`config.mk`:
```
export PLATFORM = sky130hd
export DESIGN_NAME = key_scan8_flat
export DESIGN_NICKNAME = d
export VERILOG_FILES = /design/src/rtl/key_scan8_pkg.sv /design/src/rtl/key_scan8_if.sv /design/src/rtl/key_scan8_db_cell.sv /design/src/rtl/key_scan8.sv /design/src/flat_wrapper.sv
export SDC_FILE = /design/constraint.sdc
export NUM_CORES = 1
export LEC_CHECK = 0
export BUFFER_PORTS_ARGS = -buffer_cell sky130_fd_sc_hd__buf_2
export CAP_MARGIN = 30
export CORE_MARGIN = 3
export CORE_UTILIZATION = 59
export CTS_CLUSTER_DIAMETER = 50
export DETAILED_ROUTE_END_ITERATION = 6
export MAX_ROUTING_LAYER = met4
export PLACE_DENSITY_LB_ADDON = 0.1
export SYNTH_ARGS = -nofsm -noshare
export SYNTH_HDL_FRONTEND = slang
export SYNTH_SLANG_ARGS = --single-unit
```
`constraint.sdc`:
```
create_clock -name clk -period 1.8 [get_ports clk]
set_input_delay 0.18 -clock clk [delete_from_list [all_inputs] [get_ports clk]]
set_output_delay 0.18 -clock clk [all_outputs]
set_load 0.01 [all_outputs]
```
`src/rtl/key_scan8_pkg.sv`:
```
// Shared constants and types for the 8-key scan front end.
// Latency: none (types and a combinational helper only).
// Backpressure: none.
package key_pkg;

  localparam int NKEYS        = 8;
  localparam int IDX_W        = 3;
  localparam int DBC_W        = 4;
  localparam int TICK_DIV_DEF = 50000;
  localparam int DB_CNT_DEF   = 4;

  typedef logic [NKEYS-1:0] keyvec_t;
  typedef logic [IDX_W-1:0] idx_t;
  typedef logic [DBC_W-1:0] dbc_t;

  // One-hot decode of an encoder index back into a key bit mask.
  function automatic keyvec_t idx_onehot(input idx_t idx);
    idx_onehot = keyvec_t'(1) << idx;
  endfunction

endpackage

```
`src/rtl/key_scan8_if.sv`:
```
// Key scan bundle: raw keys and retire controls in, debounced/pending state out.
// Latency: wiring only.
// Backpressure: none; pending bits are held until explicitly retired.
interface key_scan8_if;
  import key_pkg::*;

  keyvec_t key_raw;
  logic    clr;
  idx_t    clr_idx;
  logic    ovf_clr;
  keyvec_t key_stable;
  keyvec_t key_pend;
  logic    pend_valid;
  logic    ovf;

  // Consumer / stimulus side.
  modport master (
    output key_raw, clr, clr_idx, ovf_clr,
    input  key_stable, key_pend, pend_valid, ovf
  );

  // Scanner side.
  modport slave (
    input  key_raw, clr, clr_idx, ovf_clr,
    output key_stable, key_pend, pend_valid, ovf
  );

endinterface

```
`src/rtl/key_scan8_db_cell.sv`:
```
// Per-key synchroniser, polarity normalise and tick-driven debouncer.
// Latency: 2 clk of sync plus DB_CNT ticks from raw edge to stable.
// Backpressure: none; rise is a single-cycle pulse coincident with the stable update.
module key_db_cell
  import key_pkg::*;
#(
  parameter int DB_CNT     = DB_CNT_DEF,
  parameter bit ACTIVE_LOW = 1'b1
) (
  input  logic clk,
  input  logic rst_n,
  input  logic raw,
  input  logic tick,
  output logic stable,
  output logic rise
);

  logic sync1;
  logic sync2;
  logic samp;
  logic hit;
  dbc_t cnt;

  // The sync flops reset to the idle (released) raw level, so the normalised
  // sample reads "not pressed" out of reset; a key held through reset then
  // has to walk the full sync + debounce path again.
  always_ff @(posedge clk or negedge rst_n) begin
    if (!rst_n) begin
      sync1 <= ACTIVE_LOW;
      sync2 <= ACTIVE_LOW;
    end else begin
      sync1 <= raw;
      sync2 <= sync1;
    end
  end

  assign samp = sync2 ^ ACTIVE_LOW;

  // This tick is the DB_CNT-th consecutive one with a differing level.
  assign hit = tick && (samp != stable) && (cnt == dbc_t'(DB_CNT - 1));

  // Debounce counter and accepted level, advanced only on sample ticks.
  always_ff @(posedge clk or negedge rst_n) begin
    if (!rst_n) begin
      cnt    <= '0;
      stable <= 1'b0;
    end else if (tick) begin
      if (samp == stable) begin
        cnt <= '0;
      end else if (hit) begin
        cnt    <= '0;
        stable <= ~stable;
      end else begin
        cnt <= cnt + 1'b1;
      end
    end
  end

  // Press event is flagged in the cycle before stable flips, so the pending
  // register captures it on the very same edge.
  assign rise = hit && !stable;

endmodule

```
`src/rtl/key_scan8.sv`:
```
// Eight-key front end: sync/debounce, pending press latch with retire, sticky overflow.
// Latency: 2 clk + DB_CNT ticks raw->key_stable; key_pend updates on the same edge.
// Backpressure: presses stay pending until clr/clr_idx retires them; repeats set ovf.
module key_scan8
  import key_pkg::*;
#(
  parameter int TICK_DIV   = TICK_DIV_DEF,
  parameter int DB_CNT     = DB_CNT_DEF,
  parameter bit ACTIVE_LOW = 1'b1
) (
  input  logic              clk,
  input  logic              rst_n,
  key_scan8_if.slave        bus
);

  logic    tick;
  keyvec_t stable;
  keyvec_t rise;
  keyvec_t clr_vec;
  keyvec_t pend;
  keyvec_t pend_nxt;
  logic    ovf_hit;
  logic    ovf_q;

  generate
    if (TICK_DIV <= 1) begin : g_nodiv
      assign tick = 1'b1;
    end else begin : g_div
      localparam int PW = $clog2(TICK_DIV);
      logic [PW-1:0] div_cnt;

      // Free-running prescaler, wraps at TICK_DIV-1.
      always_ff @(posedge clk or negedge rst_n) begin
        if (!rst_n) begin
          div_cnt <= '0;
        end else if (div_cnt == PW'(TICK_DIV - 1)) begin
          div_cnt <= '0;
        end else begin
          div_cnt <= div_cnt + 1'b1;
        end
      end

      assign tick = (div_cnt == PW'(TICK_DIV - 1));
    end
  endgenerate

  for (genvar g = 0; g < NKEYS; g++) begin : g_cell
    key_db_cell #(
      .DB_CNT     (DB_CNT),
      .ACTIVE_LOW (ACTIVE_LOW)
    ) u_cell (
      .clk    (clk),
      .rst_n  (rst_n),
      .raw    (bus.key_raw[g]),
      .tick   (tick),
      .stable (stable[g]),
      .rise   (rise[g])
    );
  end

  // Retire decode and next pending state; a press racing its own retire wins.
  always_comb begin
    clr_vec  = bus.clr ? idx_onehot(bus.clr_idx) : '0;
    pend_nxt = rise | (pend & ~clr_vec);
    ovf_hit  = |(rise & pend & ~clr_vec);
  end

  // Pending latch and sticky overflow; a fresh overflow beats ovf_clr.
  always_ff @(posedge clk or negedge rst_n) begin
    if (!rst_n) begin
      pend  <= '0;
      ovf_q <= 1'b0;
    end else begin
      pend  <= pend_nxt;
      ovf_q <= ovf_hit | (ovf_q & ~bus.ovf_clr);
    end
  end

  assign bus.key_stable = stable;
  assign bus.key_pend   = pend;
  assign bus.pend_valid = |pend;
  assign bus.ovf        = ovf_q;

endmodule
```
`src/flat_wrapper.sv`:
```
// flat-port wrapper written by rule: the top's interface ports become plain ports
module key_scan8_flat import key_pkg::*;
#(
  parameter int TICK_DIV   = TICK_DIV_DEF,
  parameter int DB_CNT     = DB_CNT_DEF,
  parameter bit ACTIVE_LOW = 1'b1
)
  (clk, rst_n, bus_key_raw, bus_clr, bus_clr_idx, bus_ovf_clr, bus_key_stable, bus_key_pend, bus_pend_valid, bus_ovf);
  key_scan8_if bus_i ();
  input  logic clk;
  input  logic rst_n;
  input wire logic [$bits(bus_i.key_raw)-1:0] bus_key_raw;
  input wire logic [$bits(bus_i.clr)-1:0] bus_clr;
  input wire logic [$bits(bus_i.clr_idx)-1:0] bus_clr_idx;
  input wire logic [$bits(bus_i.ovf_clr)-1:0] bus_ovf_clr;
  output wire logic [$bits(bus_i.key_stable)-1:0] bus_key_stable;
  output wire logic [$bits(bus_i.key_pend)-1:0] bus_key_pend;
  output wire logic [$bits(bus_i.pend_valid)-1:0] bus_pend_valid;
  output wire logic [$bits(bus_i.ovf)-1:0] bus_ovf;
  assign bus_i.key_raw = bus_key_raw;
  assign bus_i.clr = bus_clr;
  assign bus_i.clr_idx = bus_clr_idx;
  assign bus_i.ovf_clr = bus_ovf_clr;
  assign bus_key_stable = bus_i.key_stable;
  assign bus_key_pend = bus_i.key_pend;
  assign bus_pend_valid = bus_i.pend_valid;
  assign bus_ovf = bus_i.ovf;
  key_scan8 #(.TICK_DIV(TICK_DIV), .DB_CNT(DB_CNT), .ACTIVE_LOW(ACTIVE_LOW)) u_core (.clk(clk), .rst_n(rst_n), .bus(bus_i));
endmodule
```
* After elaboration in Yosys (flattened, before gate mapping)
Index checks and enable logic that the tools add are counted.
** Word-level totals
- Input port bits :: 15
- Word-level logic and storage cells :: 162
- Bits in registers :: 81
** Operators by class
- Muxes and demuxes :: 18
- Bitwise gates (word level) :: 32
- Eq/ne operators :: 25
- Add/subtract/negate cells :: 9
- Reduce and logical (&&, ||, !) cells :: 42
- Shifts and indexed selects :: 1
** Operators by type and width (number)
- $mux 4 :: 16
- $add 4x1->4 const B :: 8
- $eq 4x2->1 const B :: 8
- $not 1->1 :: 25
- $and 8x8->8 :: 3
- $logic_and 1x1->1 :: 24
- $reduce_and 3->1 :: 8
- $add 16x1->16 const B :: 1
- $eq 16x16->1 const B :: 1
- $mux 16 :: 1
- $reduce_or 8->1 :: 2
- $eq 1x1->1 :: 8
- $logic_not 1->1 :: 8
- $mux 8 :: 1
- $ne 1x1->1 :: 8
- $not 8->8 :: 1
- $or 8x8->8 :: 1
- $shl 1x3->8 const A :: 1
- $and 1x1->1 :: 1
- $or 1x1->1 :: 1

* Depth between registers and ports, before layout
- Depth after elaboration :: 9
- Depth in mapped cells :: 8
- Gate-level depth less buffers :: 6

* By module
A second synthesis with hierarchy kept.
** Second synthesis, totals
- Cell total of the unflattened synthesis :: 346
- Area, all modules :: 3875.0 um^2
** By module, submodules not included
- key_db_cell :: seq. area each 177.7 um^2, cells an instance 29, area each 332.8 um^2, instances 8
- key_scan8 :: seq. area each 625.6 um^2, cells an instance 114, area each 1212.4 um^2, instances 1

* Worst setup path after synthesis
Ideal clock, no wire load.
- Kind :: register to register
- Start :: register u_core.g_cell[2].u_cell.cnt[0]
- End :: register u_core.ovf_q (netlist: u_core.bus.ovf)
- Period minus slack after synthesis :: 1.609 ns
- Slack :: 0.191 ns
- Data arrival time :: 1.527 ns
- Data required time :: 1.718 ns
- Library setup time :: 0.082 ns
- Stages on the path, launching flop included :: 7
- Path through :: dfrtp_1 > ha_1 > or3b_4 > or3_1 > o22ai_1 > nor4_1 > o22ai_1
** On the way
- Longest elaborated chain between the ends :: 7
** Ends and longest elaborated chain
- from (decl) :: RTL line key_scan8_db_cell.sv:22 : dbc_t cnt;
- from (signal assigned) :: RTL line key_scan8_db_cell.sv:54 : cnt <= cnt + 1'b1;
- $eq 4x2->1 :: RTL line key_scan8_db_cell.sv:40 : assign hit = tick && (samp != stable) && (cnt == dbc_t'(DB_CNT - 1));
- $logic_and 1x1->1 :: RTL line key_scan8_db_cell.sv:40
- $logic_and 1x1->1 :: RTL line key_scan8_db_cell.sv:61 : assign rise = hit && !stable;
- $and 8x8->8 (2 in a row) :: RTL line key_scan8.sv:65 : ovf_hit = |(rise & pend & ~clr_vec);
- $reduce_or 8->1 :: RTL line key_scan8.sv:65
- $or 1x1->1 :: RTL line key_scan8.sv:75 : ovf_q <= ovf_hit | (ovf_q & ~bus.ovf_clr);
- to (signal assigned) :: RTL line key_scan8.sv:75
- to (decl) :: RTL line key_scan8.sv:23 : logic ovf_q;
No other way between the ends.
A chain may end at the register's enable or synchronous reset.

* Worst setup path after layout
- Start :: register u_core.g_cell[4].u_cell.cnt[0]
- End :: register u_core.ovf_q (netlist: u_core.bus.ovf)
** On the way
- Longest elaborated chain between the ends :: 7
** Ends and longest elaborated chain (RTL line)
- from (decl) :: key_scan8_db_cell.sv:22
- from (signal assigned) :: key_scan8_db_cell.sv:54
- $eq 4x2->1 :: key_scan8_db_cell.sv:40
- $logic_and 1x1->1 :: key_scan8_db_cell.sv:40
- $logic_and 1x1->1 :: key_scan8_db_cell.sv:61
- $and 8x8->8 (2 in a row) :: key_scan8.sv:65
- $reduce_or 8->1 :: key_scan8.sv:65
- $or 1x1->1 :: key_scan8.sv:75
No other way between the ends.

==> flow_summary.toml <==
[worst_setup_path]
cpPeakStageDelay_ns = 0.41
cpMostUsedCell = "o22ai_1"
crit_type = "reg -> reg"
crit_arrival_ns = 2.05
crit_path_top_delay_cell = "dfrtp_1"
cp_cell_sequence = "ha_2, or3b_4, or3_4, o22ai_1, nor4_1, o22ai_1"
cp-start-kind = "register"
critPathMaxFanout = 4
required_ns = 2.07
crit_family = "simple AND/OR/NAND/NOR gates"
cp.buffers_inverters = 0
end_kind = "register"

[route]
route.detailed.drc = 0
drtIter0Drc = 141
vias_per_cell = 5.66
dr.pass1.iters = 6
totalWireLength_mm = 7.59
antenna_left = 0
wl_per_cell_um = 15.2
num_vias = 2828

[synth]
netlist_area_mm2 = 0.00376
synth_top_area_share_pct = 43.3
synth_edf_count = 0
syn_area_per_cell_um2 = 10.3
syn_inst = 364
synth_commonest_cells = "65 x dfrtp_1, 45 x nand2_1, 44 x o21ai_0, 22 x nand3_1, 20 x nor2_1"
yosys.area.top_type = "dfrtp_1"
seq_area_frac_synth_pct = 54.5
synth-async-reset-ratio_pct = 100
synth-seq-cells = 81
synthDistinctLibCells = 34
postSynthNetCount = 388
synth.area.top_cells = "dfrtp_1 43%, dfstp_2 11%, o21ai_0 5.9%"
yosys_warnings = 0
synthFlopType = "dfrtp_1"
synthMostInstantiatedCell = "dfrtp_1"

[die]
start_util_pct = 62.3
num_io_pins = 33
dieArea_mm2 = 0.00736
rows = 28
core_mm2 = 0.00603
die_height_um = 85.8
die_x_um = 85.8

[power]
power.density_mw_per_mm2 = 756
p_comb_share_pct = 4.6
p_leak_uw = 0.00207
clkPwrFrac_pct = 39.5
ir_drop_mv = 0.644
pwr-share-seq_pct = 55.9
p_sw_uw = 798
internal_power_uw = 2580
switching_share_pct = 23.6

[layout]
final_util_pct = 74.1
nets = 444
final_layout_size_suffix_gt1_share_pct = 25.6
fin_area_mm2 = 0.00447
area_growth_pct = 19.0
fillers = 427
antenna_cells = 0

[sta]
rsz0062_at_grt = "true"
max_freq_mhz = 564
totalNegativeSetupSlack_ns = 0
slew_headroom_pct = 72.4
clock_skew_ns = 0.00836
timing.final.crit_share_pct = 98.6
finalWorstSetupSlack_ns = 0.0260
hold_viol = 0
worst_pin_slew_ns = 0.413
min_period_ns = 1.77
setup_viol = 0
final-max-slew-violation-count = 0

[grt]
grt_usage_pct = 22.8
grt_max_degree = 61
grt-ovfl-total = 0
grt_antenna_before_repair = 0
grt_pass1_wl_mm = 12.9
grt_pass1_vias = 2766

[cts]
cts.sinks = 81
clock_path_buffers = 2
insertion_delay_ns = 0.35
cts_made_buffers = 9
htreeDepth = 3
cts_root_buf = "clkbuf_8"
path_clk_slew_ns = 0.08
cts_tree = "built"

[placement]
dp_slack_ns = 0.0415
post_dp_cell_area_mm2 = 0.00402
io_buffers = 32
hpwl_mm = 5.04
gp_congestion = 0.852

[hold_path]
hold_class = "in -> reg"

[flow_run]
drv_cap = 0

[outcome]
status = "completed"
layer usage:
layer	wire (um)	vias to the layer above	track usage [%]
met5	0	-	-
met4	110	0	5.90
met3	322	11	6.05
met2	3750	56	35.1
met1	3410	1378	30.2
li1	-	1383	-
state kept, by name (all words and copies together), names as in the netlist:
signal and flops:
u_core.g_cell.u_cell.cnt 32, u_core.g_div.div_cnt 16, u_core.bus.key_pend 8, u_core.g_cell.u_cell.stable 8, u_core.g_cell.u_cell.sync1 8, u_core.g_cell.u_cell.sync2 8
u_core.bus.ovf 1
worst paths after layout:
| kind | startpoint | to | slack, ns | cells after the start |
|---|---|---|---|---|
| max in group asynchronous | rst_n | u_core.g_cell[5].u_cell.sync2 | 0.86 | 3 |
| worst max register to register | u_core.g_cell[4].u_cell.cnt[0] | u_core.bus.ovf | 0.03 | 6 |
| worst max-delay path | u_core.g_cell[4].u_cell.cnt[0] | u_core.bus.ovf | 0.03 | 6 |
| worst min register to register | u_core.g_cell[2].u_cell.sync1 | u_core.g_cell[2].u_cell.sync2 | 0.36 | 0 |
| min in group asynchronous | rst_n | u_core.g_cell[5].u_cell.cnt[2] | 0.30 | 2 |
| worst min-delay path | bus_ovf_clr | u_core.bus.ovf | 0.01 | 2 |
area by class of cell:
type                            instances  area, um^2  area share [%]
Clock buffer                            9         124            2.77
Clock inverter                          7        77.6            1.74
Inverter                                6        22.5           0.504
Multi-Input combinational cell        259        1640            36.8
Sequential cell                        81        2050            45.8
Tap cell                               75        93.8            2.10
Timing Repair Buffer                   63         460            10.3
power groups by stage:
stage | Sequential (uW) | Clock (uW) | Combinational, uW
finish | 1890 | 1330 | 156
global route | 1890 | 1440 | 175
CTS | 1890 | 1370 | 157
floorplan | 1920 | 0 | 45.9
detailed placement | 1920 | 0 | 142
global placement | 1920 | 0 | 140
logic make-up after synthesis:
| family | Yosys count | synth area share, % |
|---|---|---|
| flip-flops | 81 | 54.5 |
| buffers and inverters | 24 | 3.56 |
| adder cells (fa/ha/maj) | 9 | 3.00 |
| XOR/XNOR | 28 | 6.53 |
| AND/OR/NAND/NOR | 146 | 21.3 |
| AO/OA/AOI/OAI | 76 | 11.1 |
metrics by stage:
step	instances	total power (uW)	hold WS [ns]
2_1_floorplan	364	1960	-0.116
3_3_place_gp	466	2060	0.139
3_5_place_dp	466	2060	0.143
4_1_cts	491	3410	0.000385
5_1_grt	500	3510	0.0117
6_report	500	3380	0.0132
repair_timing:
item | in CTS | in global routing
endpoints found under the setup margin | 0 | 18
buffers inserted | 0 | 8
gates resized for setup | 0 | 18
endpoints found under the hold margin | 35 | 0
hold buffers | 9 | 0
worst register-to-register path, delay by kind of cell (launching register included):
kind,cells,cell delay [ns]
AND/OR/NAND/NOR,3,0.83
flip-flops,1,0.41
AO/OA/AOI/OAI,2,0.25
adder cells (fa/ha/maj),1,0.21
placed cells by master, fill, tap and decap left out, drive strengths merged, types with 4 or more instances in the layout:
cell         count
a21oi            7
buf             53
clkbuf          10
dfrtp           65
dfstp           16
dlygate4sd3      9
ha               9
inv              8
nand2           45
nand2b           5
nand3           22
nand3b           8
nor2            20
nor3             8
nor4             4
o21ai           50
o22ai            8
o31ai           11
or3              8
or3b             8
xnor2           16
xor2            12
(Power assumes the default switching activity.)
